--- src/rtl/mem_wb_stage.sv ---
// rtl/mem_wb_stage.sv - MEM/WB pipeline register with stall/flush, bubble insertion and retire counter
//
// Ports:
//   clk, rst          clock, synchronous active-high reset
//   stall             per-stage stall vector; only bits STAGE_IDX (mem) and STAGE_IDX+1 (wb) are used
//   flush             squash this stage (bubble), overrides stall
//   cnt_clr           synchronous clear of retire_cnt
//   mem_*             GPR / HI-LO / LLbit write-back request from the memory stage
//   wb_*              registered copy presented to the write-back ports
//   retire_cnt        saturating count of captured GPR-writing instructions
module mem_wb_stage #(
   parameter int DATA_W    = 32,
   parameter int ADDR_W    = 5,
   parameter int STALL_W   = 6,
   parameter int STAGE_IDX = 4,
   parameter int CNT_W     = 32
) (
   input  logic               clk,
   input  logic               rst,
   input  logic [STALL_W-1:0] stall,
   input  logic               flush,
   input  logic               cnt_clr,
   input  logic [DATA_W-1:0]  mem_wdata,
   input  logic [ADDR_W-1:0]  mem_wd,
   input  logic               mem_wreg,
   input  logic               mem_whilo,
   input  logic [DATA_W-1:0]  mem_hi,
   input  logic [DATA_W-1:0]  mem_lo,
   input  logic               mem_llbit_we,
   input  logic               mem_llbit_value,
   output logic [DATA_W-1:0]  wb_wdata,
   output logic [ADDR_W-1:0]  wb_wd,
   output logic               wb_wreg,
   output logic               wb_whilo,
   output logic [DATA_W-1:0]  wb_hi,
   output logic [DATA_W-1:0]  wb_lo,
   output logic               wb_llbit_we,
   output logic               wb_llbit_value,
   output logic [CNT_W-1:0]   retire_cnt
);

   logic               s_mem;
   logic               s_wb;
   logic               bubble;
   logic               capture;
   logic               unused_stall;

   logic [DATA_W-1:0]  wdata_q, wdata_d;
   logic [ADDR_W-1:0]  wd_q, wd_d;
   logic               wreg_q, wreg_d;
   logic               whilo_q, whilo_d;
   logic [DATA_W-1:0]  hi_q, hi_d;
   logic [DATA_W-1:0]  lo_q, lo_d;
   logic               llbit_we_q, llbit_we_d;
   logic               llbit_value_q, llbit_value_d;
   logic [CNT_W-1:0]   cnt_q, cnt_d;

   assign s_mem = stall[STAGE_IDX];
   assign s_wb  = stall[STAGE_IDX+1];

   // Other stages' stall bits are deliberately ignored.
   assign unused_stall = ^stall;

   // Flush wins over any stall; a stalled mem stage feeding a running wb
   // stage must hand it a NOP rather than repeat the previous instruction.
   assign bubble  = flush || (s_mem && !s_wb);
   assign capture = !flush && !s_mem;

   always_comb begin
      // Default: hold (s_mem=1, s_wb=1). mem_* is never looked at here,
      // so X on a stalled memory stage cannot leak into wb_*.
      wdata_d       = wdata_q;
      wd_d          = wd_q;
      wreg_d        = wreg_q;
      whilo_d       = whilo_q;
      hi_d          = hi_q;
      lo_d          = lo_q;
      llbit_we_d    = llbit_we_q;
      llbit_value_d = llbit_value_q;

      if (bubble) begin
         wdata_d       = '0;
         wd_d          = '0;
         wreg_d        = 1'b0;
         whilo_d       = 1'b0;
         hi_d          = '0;
         lo_d          = '0;
         llbit_we_d    = 1'b0;
         llbit_value_d = 1'b0;
      end else if (capture) begin
         wdata_d       = mem_wdata;
         wd_d          = mem_wd;
         wreg_d        = mem_wreg;
         whilo_d       = mem_whilo;
         hi_d          = mem_hi;
         lo_d          = mem_lo;
         llbit_we_d    = mem_llbit_we;
         llbit_value_d = mem_llbit_value;
      end
   end

   always_comb begin
      cnt_d = cnt_q;
      if (cnt_clr) begin
         cnt_d = '0;
      end else if (capture && mem_wreg && (cnt_q != {CNT_W{1'b1}})) begin
         cnt_d = cnt_q + CNT_W'(1);
      end
   end

   always_ff @(posedge clk) begin
      if (rst) begin
         wdata_q       <= '0;
         wd_q          <= '0;
         wreg_q        <= 1'b0;
         whilo_q       <= 1'b0;
         hi_q          <= '0;
         lo_q          <= '0;
         llbit_we_q    <= 1'b0;
         llbit_value_q <= 1'b0;
         cnt_q         <= '0;
      end else begin
         wdata_q       <= wdata_d;
         wd_q          <= wd_d;
         wreg_q        <= wreg_d;
         whilo_q       <= whilo_d;
         hi_q          <= hi_d;
         lo_q          <= lo_d;
         llbit_we_q    <= llbit_we_d;
         llbit_value_q <= llbit_value_d;
         cnt_q         <= cnt_d;
      end
   end

   assign wb_wdata       = wdata_q;
   assign wb_wd          = wd_q;
   assign wb_wreg        = wreg_q;
   assign wb_whilo       = whilo_q;
   assign wb_hi          = hi_q;
   assign wb_lo          = lo_q;
   assign wb_llbit_we    = llbit_we_q;
   assign wb_llbit_value = llbit_value_q;
   assign retire_cnt     = cnt_q;

endmodule

--- config.mk ---
export PLATFORM = sky130hd
export DESIGN_NAME = mem_wb_stage
export DESIGN_NICKNAME = d
export VERILOG_FILES = /design/src/rtl/mem_wb_stage.sv
export SDC_FILE = /design/constraint.sdc
export NUM_CORES = 1
export LEC_CHECK = 0
export CORE_MARGIN = 4
export CORE_UTILIZATION = 41
export CTS_CLUSTER_DIAMETER = 100
export DETAILED_ROUTE_END_ITERATION = 16
export GPL_TIMING_DRIVEN = 0
export PLACE_DENSITY = 0.93
export SETUP_SLACK_MARGIN = 0.05
export SLEW_MARGIN = 20
export SYNTH_ARGS = -nofsm -noshare
export SYNTH_HDL_FRONTEND = slang
export SYNTH_SLANG_ARGS = --single-unit
--- constraint.sdc ---
create_clock -name clk -period 3 [get_ports clk]
set_clock_uncertainty 0.1 [all_clocks]
set_input_delay 0.6 -clock clk [delete_from_list [all_inputs] [get_ports clk]]
set_output_delay 0.6 -clock clk [all_outputs]
set_load 0.02 [all_outputs]
Word-level counts from Yosys, hierarchy flattened --
Cells that the tools add are included.
Storage, ports and cells: bits in registers 137, bits of input ports 115, output and inout port bits 137, logic and storage cells 21
Operators by class: add/subtract/negate cells 1, equality and inequality tests 1, reduce and logical (&&, ||, !) cells 10
Operator list (number):
- adder 32 x 1 -> 32 bit, second input constant | 1
- inequality test 32 bit, second input constant | 1
- logical AND 1 bit | 4
- OR reduction 2 bit | 2
- logical NOT 1 bit | 3
- logical OR 1 bit | 1

Logic depth before layout (Yosys ltp) --
Gate-level depths: netlist (run 1).
depth after elaboration 4, mapped depth 8, depth with buffers taken out 6

Worst setup path before layout (run 1) --
Ideal clock, no wire load.
path type in2reg, start input port flush, end register cnt_q[12], in the netlist retire_cnt[12], library setup time 0.070 ns, arrival time 2.137 ns, required time 2.830 ns, path slack 0.693 ns, cell stages on the path 6, path buffers 1, cells stage by stage or3b_4 -> or3_1 -> buf_2 -> a31o_4 -> or3_1 -> a21oi_1
On the way: cells in the longest elaborated chain, start to end 4
Ends and longest elaborated chain:
- start: declaration | line 21 | input logic flush,
- logical NOT 1 bit | line 67 | assign capture = !flush && !s_mem;
- logical AND 1 bit | line 67
- logical AND 1 bit (2 in series) | line 106 | end else if (capture && mem_wreg && (cnt_q != {CNT_W{1'b1}})) begin
- end signal: assignment | line 131 | cnt_q <= cnt_d;
- end: declaration | line 56 | logic [CNT_W-1:0] cnt_q, cnt_d;
Every way passes these cells. A chain may end at the register's enable or synchronous reset.

Worst setup path after layout (run 1) --
start input port flush, end register wdata_q[10], in the netlist wb_wdata[10]
On the way: cells in the longest elaborated chain, start to end 2, elaborated cells on any way between the ends 4, classes of those cells 4 x reduce/logical
Ends and longest elaborated chain:
- logical OR 1 bit / logical NOT 1 bit (equally long branches) | line 66, 67
- OR reduction 2 bit (no source line) / logical AND 1 bit (equally long branches)
- end signal: assignment | line 123 | wdata_q <= wdata_d;
- end: declaration | line 48 | logic [DATA_W-1:0] wdata_q, wdata_d;
Several ways; a longest one is shown, not always the timed one.

==> metrics.md, run 1 <==
| Metric | Value |
|---|---|
| Global-route wire length before repair | 28,400 um |
| Grt ovf | 0 |
| R2R setup slack | 0.48 ns |
| Die height | 121 um |
| TritonCTS buffer count | 17 |
| # DRC | 0 |
| Post-synthesis sequential area ratio | 52.0% |
| Status | complete, no violations |
| Final core occ | 67.9% |
| Synth area leaders | dfxtp_1 52%, nand2_1 16%, a21oi_1 12%, clkbuf_1 2.5%, or3_1 1.9% |
| Max cap viols | 0 |
| DR WL/cell | 16.6 um |
| Vias in the first global route | 5,759 |
| CP Launch Type | input port |
| Tot GR Track Use | 24.7% |
| Slew HR | 57.2% |
| Die area | 14,700 um^2 |
| Setup TNS | 0 ns |
| Layout cells sized above 1 | 4.78% |
| CTS HTree Levels | 4 |
| CTS sink count | 137 |
| Top-area cell type share of the netlist area | 52.0% |
| CP required | 3.24 ns |
| Post-CTS resize count | 0 |
| Worst-Margin Slew | 0.642 ns |
| Hold Fails Final Rpt | 0 |
| Area of the core | 12,600 um^2 |
| Final worst slack | 0.329 ns |
| Worst-Skew Late Latency | 0.42 ns |
| Peak supply drop | 0.000421 V |
| Chip width | 121 um |
| Asr flop ratio synth | 0% |
| Vias after detailed routing | 5,736 |
| Vias per cell | 5.15 |
| Most frequent cells in the layout | 247 x clkdlybuf4s50_1, 223 x nand2_1, 137 x dfxtp_1 |
| Met2 routed WL | 9310 um |
| Post-Synthesis Cells | 663 |
| # rows | 41 |
| Initial antenna violation count | 0 |
| Drt first-iter violations | 352 |
| Crit. End Element | flop |
| PwrDens | 515 nW/um^2 |
| Distinct cells, synth | 47 |
| Port bufs | 247 |
| Final non-filler cell total | 1,114 |
| Hold crit path type | flop to flop |
| Total power | 4.41 mW |
| Period utilization | 89.0% |
| Hold buffers post-CTS | 0 |
| Syn nets | 779 |
| Crit path kind | input port to flop |
| Io pins | 252 |
| Synthesized area per cell | 7.95 um^2 |
| Period minus WS final | 2.67 ns |
| Reg clk slew, reported paths | 0.06 ns |
| Slew Viols, Final | 0 |
| Max layer used | met4 |
| WL met3 | 1900 um |
| Pin count of the biggest net entering global routing | 17 |
| EDFF count, synth | 0 |
| Most common cell after layout, fill and taps aside | clkdlybuf4s50_1 |
| Post-CTS Setup Inserts | 0 |
| Fmax | 0.374 GHz |
| Final WL | 18,500 um |
| Synth area leader | dfxtp_1 |
| Clock Path Buffers | 2 |
| Clk root buf | clkbuf_16 |
| Crit Path Max Fanout | 10 |
| Yosys warns | 0 |
| Initial Utilization | 41.8% |
| RSZ-0062 raised after global routing | false |
| Critical path arrival | 2.91 ns |
| Setup violations, final | 0 |
| Final ANT Viol Nets | 0 |
| Gp weighted congestion | 0.891 |
| FF+latch count, synth | 137 |
| TritonCTS clock tree | yes |
| Placement Setup Slack | -0.104 ns |
| DRT Pass-1 Iters | 5 |
| Synth Cell Area | 5270 um^2 |
| LEAKAGE | 2.81 nW |
| Total placed cells including tap cells | 1,082 |
| Area delta synth->final | 62.6% |
| Hpwl dp | 13,400 um |
| Fin nets | 1,045 |
| Antenna cell count | 0 |
| Met1 wire length | 6900 um |
| Synth Flop Type | dfxtp_1 |
-- layer usage --
metal,GRT usage [%],up-vias
li1,-,2794
met1,26.1,2658
met2,43.3,250
met3,10.9,34
met4,9.24,0
met5,0,-
-- critical path: stages --
cell and delay, ns:
clkdlybuf4s50_1 0.55, or2_2 0.14, clkbuf_1 0.30, clkbuf_1 0.48
buf_1 0.55, nand2_1 0.12, a21oi_1 0.16
-- flip-flops by register name, summed over array words and instances, names as in the netlist --
register        cells
wb_whilo            1
wb_lo              32
wb_llbit_we         1
retire_cnt         32
wb_wd               5
wb_llbit_value      1
wb_wreg             1
wb_hi              32
wb_wdata           32
-- through the flow --
stage,hold slack (ns),instance area [um^2]
after detailed placement,0.346,7960
after CTS,0.354,8570
final,0.351,8570
after global routing,0.371,8570
after global placement,0.340,7960
after floorplan,0.435,5270
-- where the power goes --
part / internal (mW) / leakage (nW) / switching, mW
sequential: 1.84 / 1.11 / 0.0128
clock: 1.34 / 0.287 / 0.834
combinational: 0.201 / 1.42 / 0.185
-- synth_stat cells, drive strengths merged (4+ instances only) --
| library cell | instances |
|---|---|
| a21oi | 122 |
| nand4 | 12 |
| nand2 | 223 |
| clkbuf | 35 |
| buf | 8 |
| and4 | 4 |
| o21ai | 14 |
| nand3 | 9 |
| or2 | 5 |
| inv | 8 |
| o31ai | 7 |
| nor2 | 15 |
| or4 | 8 |
| or3 | 16 |
| dfxtp | 137 |
-- final cells by class --
class	count	area [um^2]
fill	977	4050
sequential	137	2740
timing repair buffer	247	2470
multi-input combinational	475	2330
clock buffer	19	443
tap	172	215
buffer	43	171
clock inverter	13	169
inverter	8	30.0
-- logic make-up (layout without fill, tap and decap cells) --
| kind of cell | count (synthesis) | in the layout | synth area share [%] |
|---|---|---|---|
| compound gates | 163 | 163 | 17.4 |
| xor+xnor | 3 | 3 | 0.499 |
| fa+ha+maj | 1 | 1 | 0.237 |
| buf+inv | 51 | 330 | 3.82 |
| flops | 137 | 137 | 52.0 |
| mux | 1 | 1 | 0.190 |
| simple gates | 307 | 307 | 25.8 |
-- path summary, 6_finish.rpt --
| check | start | end | cells past startpoint |
|---|---|---|---|
| hold reg to reg | wb_hi[30] | wb_hi[30] | 2 |
| setup / recovery | flush | wb_wdata[10] | 7 |
| setup reg to reg | retire_cnt[0] | retire_cnt[5] | 8 |
| hold / removal | wb_hi[30] | wb_hi[30] | 2 |
Power figures use the tool's default switching activity.
==> run 2, diff against run 1 <==
- REMOVE_ABC_BUFFERS: default -> 1
==> metrics.md, run 2 (same netlist as run 1, synthesis figures left out) <==
| Metric | Value |
|---|---|
| Hold buffers post-CTS | 0 |
| RSZ-0062 raised after global routing | false |
| Power share of the clock group | 49.0% |
| Hpwl dp | 12,900 um |
| CP required | 3.24 ns |
| Pin count of the biggest net entering global routing | 60 |
| Setup violations, final | 0 |
| WP depth | 6 |
| Tot GR Track Use | 23.7% |
| Period utilization | 92.4% |
| Most frequent cells in the layout | 247 x clkdlybuf4s50_1, 223 x nand2_1, 137 x dfxtp_1 |
| Final ANT Viol Nets | 0 |
| Gp weighted congestion | 0.898 |
| Vias in the first global route | 5,447 |
| Cell Int Power | 3.46 mW |
| Crit path max-delay family | simple AND/OR/NAND/NOR gates |
| Worst Path Buf+Inv | 1 |
| TritonCTS buffer count | 17 |
| Comb pwr share | 9.1% |
| Die height | 121 um |
| DR WL/cell | 16.6 um |
| Flop pwr share | 41.9% |
| Antenna cell count | 0 |
| Reg clk slew, reported paths | 0.06 ns |
| Sw Share | 22.0% |
| Fin nets | 1,010 |
| Io pins | 252 |
| Critical path arrival | 3.01 ns |
| Max cap viols | 0 |
| CP max stage cell | clkdlybuf4s50_1 |
| Hold Path Stages | 2 |
| Post-route cell area | 8640 um^2 |
| Slew Viols, Final | 0 |
| Final WL | 18,000 um |
| Initial antenna violation count | 0 |
| Crit path kind | input port to flop |
| Switch Pwr | 0.974 mW |
| CTS sink count | 137 |
| Global-route wire length before repair | 27,500 um |
| Port bufs | 247 |
| Grt ovf | 0 |
| Area of the core | 12,600 um^2 |
| Clock Path Buffers | 2 |
| Drt first-iter violations | 461 |
| Period minus WS final | 2.77 ns |
| Crit-path cells | clkdlybuf4s50_1, or3b_4, or3_1, a31o_4, or3_1, a21oi_1 |
| Hold crit path type | flop to flop |
| Fmax | 0.361 GHz |
| Vias per cell | 5.29 |
| Placed Instance Area | 8010 um^2 |
| Die area | 14,700 um^2 |
| Crit. End Element | flop |
| Peak supply drop | 0.000467 V |
| Reg2reg path depth | 6 |
| Area delta synth->final | 64.0% |
| Worst-Skew Late Latency | 0.41 ns |
| Setup TNS | 0 ns |
| DRT Pass-1 Iters | 5 |
| CP max stage delay | 0.56 ns |
| LEAKAGE | 2.87 nW |
| Crit Path Max Fanout | 13 |
| Chip width | 121 um |
| Layout cells sized above 1 | 5.95% |
| # DRC | 0 |
| # rows | 41 |
| Slew HR | 43.1% |
| Hold Fails Final Rpt | 0 |
| Worst-Margin Slew | 0.850 ns |
| TritonCTS clock tree | yes |
| PwrDens | 513 nW/um^2 |
| Status | complete, no violations |
| Most common cell after layout, fill and taps aside | clkdlybuf4s50_1 |
| Vias after detailed routing | 5,711 |
| Clk root buf | clkbuf_16 |
| Post-CTS Setup Inserts | 0 |
| CTS HTree Levels | 4 |
| CP Launch Type | input port |
| Initial Utilization | 41.8% |
| CP most frequent cell | or3_1 |
run 2: cell types whose count changed in the layout (fill, tap and decap cells not counted), sizes merged:
| cell | previous run | this run |
|---|---|---|
| clkbuf | 54 | 21 |
| clkinv | 3 | 5 |
| clkinvlp | 4 | 2 |
| inv | 11 | 9 |
run 2: area by class of cell:
type | count | area, um^2
Fill cell | 957 | 3980
Sequential cell | 137 | 2740
Timing Repair Buffer | 255 | 2680
Multi-Input combinational cell | 475 | 2350
Clock buffer | 21 | 480
Tap cell | 172 | 215
Clock inverter | 11 | 143
Inverter | 8 | 30.0
run 2: metal layers:
metal  routed length, um  global-route usage, %  share of wire, %
met1                6670                   25.8                37
met2                9170                   41.4                51
met3                1380                   7.69               7.7
met4                 742                   11.5               4.1
met5                   0                      0                 0
run 2: tightest hold or removal path: stages (launching register included):
cell and delay [ns]:
dfxtp_1 0.30, nand2_1 0.05, a21oi_1 0.05
run 2: what timing repair did:
action                                 CTS  global route
endpoints found under the hold margin    0             0
setup endpoints to repair                0             2
resized for setup                        0             1
run 2: worst paths after layout:
path,startpoint,to,slack (ns)
worst max-delay path,flush,retire_cnt[12],0.23
worst min-delay path,wb_wdata[24],wb_wdata[24],0.35
worst max register to register,retire_cnt[0],retire_cnt[11],0.32
worst min register to register,wb_wdata[24],wb_wdata[24],0.35
run 2: through the flow:
stage | utilization [%] | hold slack [ns] | instances | worst slack [ns] | total power, mW
floorplan | - | 0.435 | 620 | -1.50 | 2.03
global placement | 61.7 | 0.341 | 1039 | -4.39 | 2.27
detailed placement | 63.5 | 0.346 | 1047 | -0.266 | 2.30
CTS | 68.4 | 0.353 | 1079 | 0.131 | 4.47
global route | 68.5 | 0.367 | 1079 | 0.143 | 4.58
finish | 68.5 | 0.351 | 1079 | 0.228 | 4.43
run 2: power by group through the flow:
stage                     registers [mW]  logic, mW  clock network, mW
after floorplan                     1.93      0.105                  0
after global placement              1.90      0.374                  0
after detailed placement            1.90      0.400                  0
after CTS                           1.86      0.404               2.21
after global routing                1.86      0.430               2.29
final                               1.86      0.403               2.17
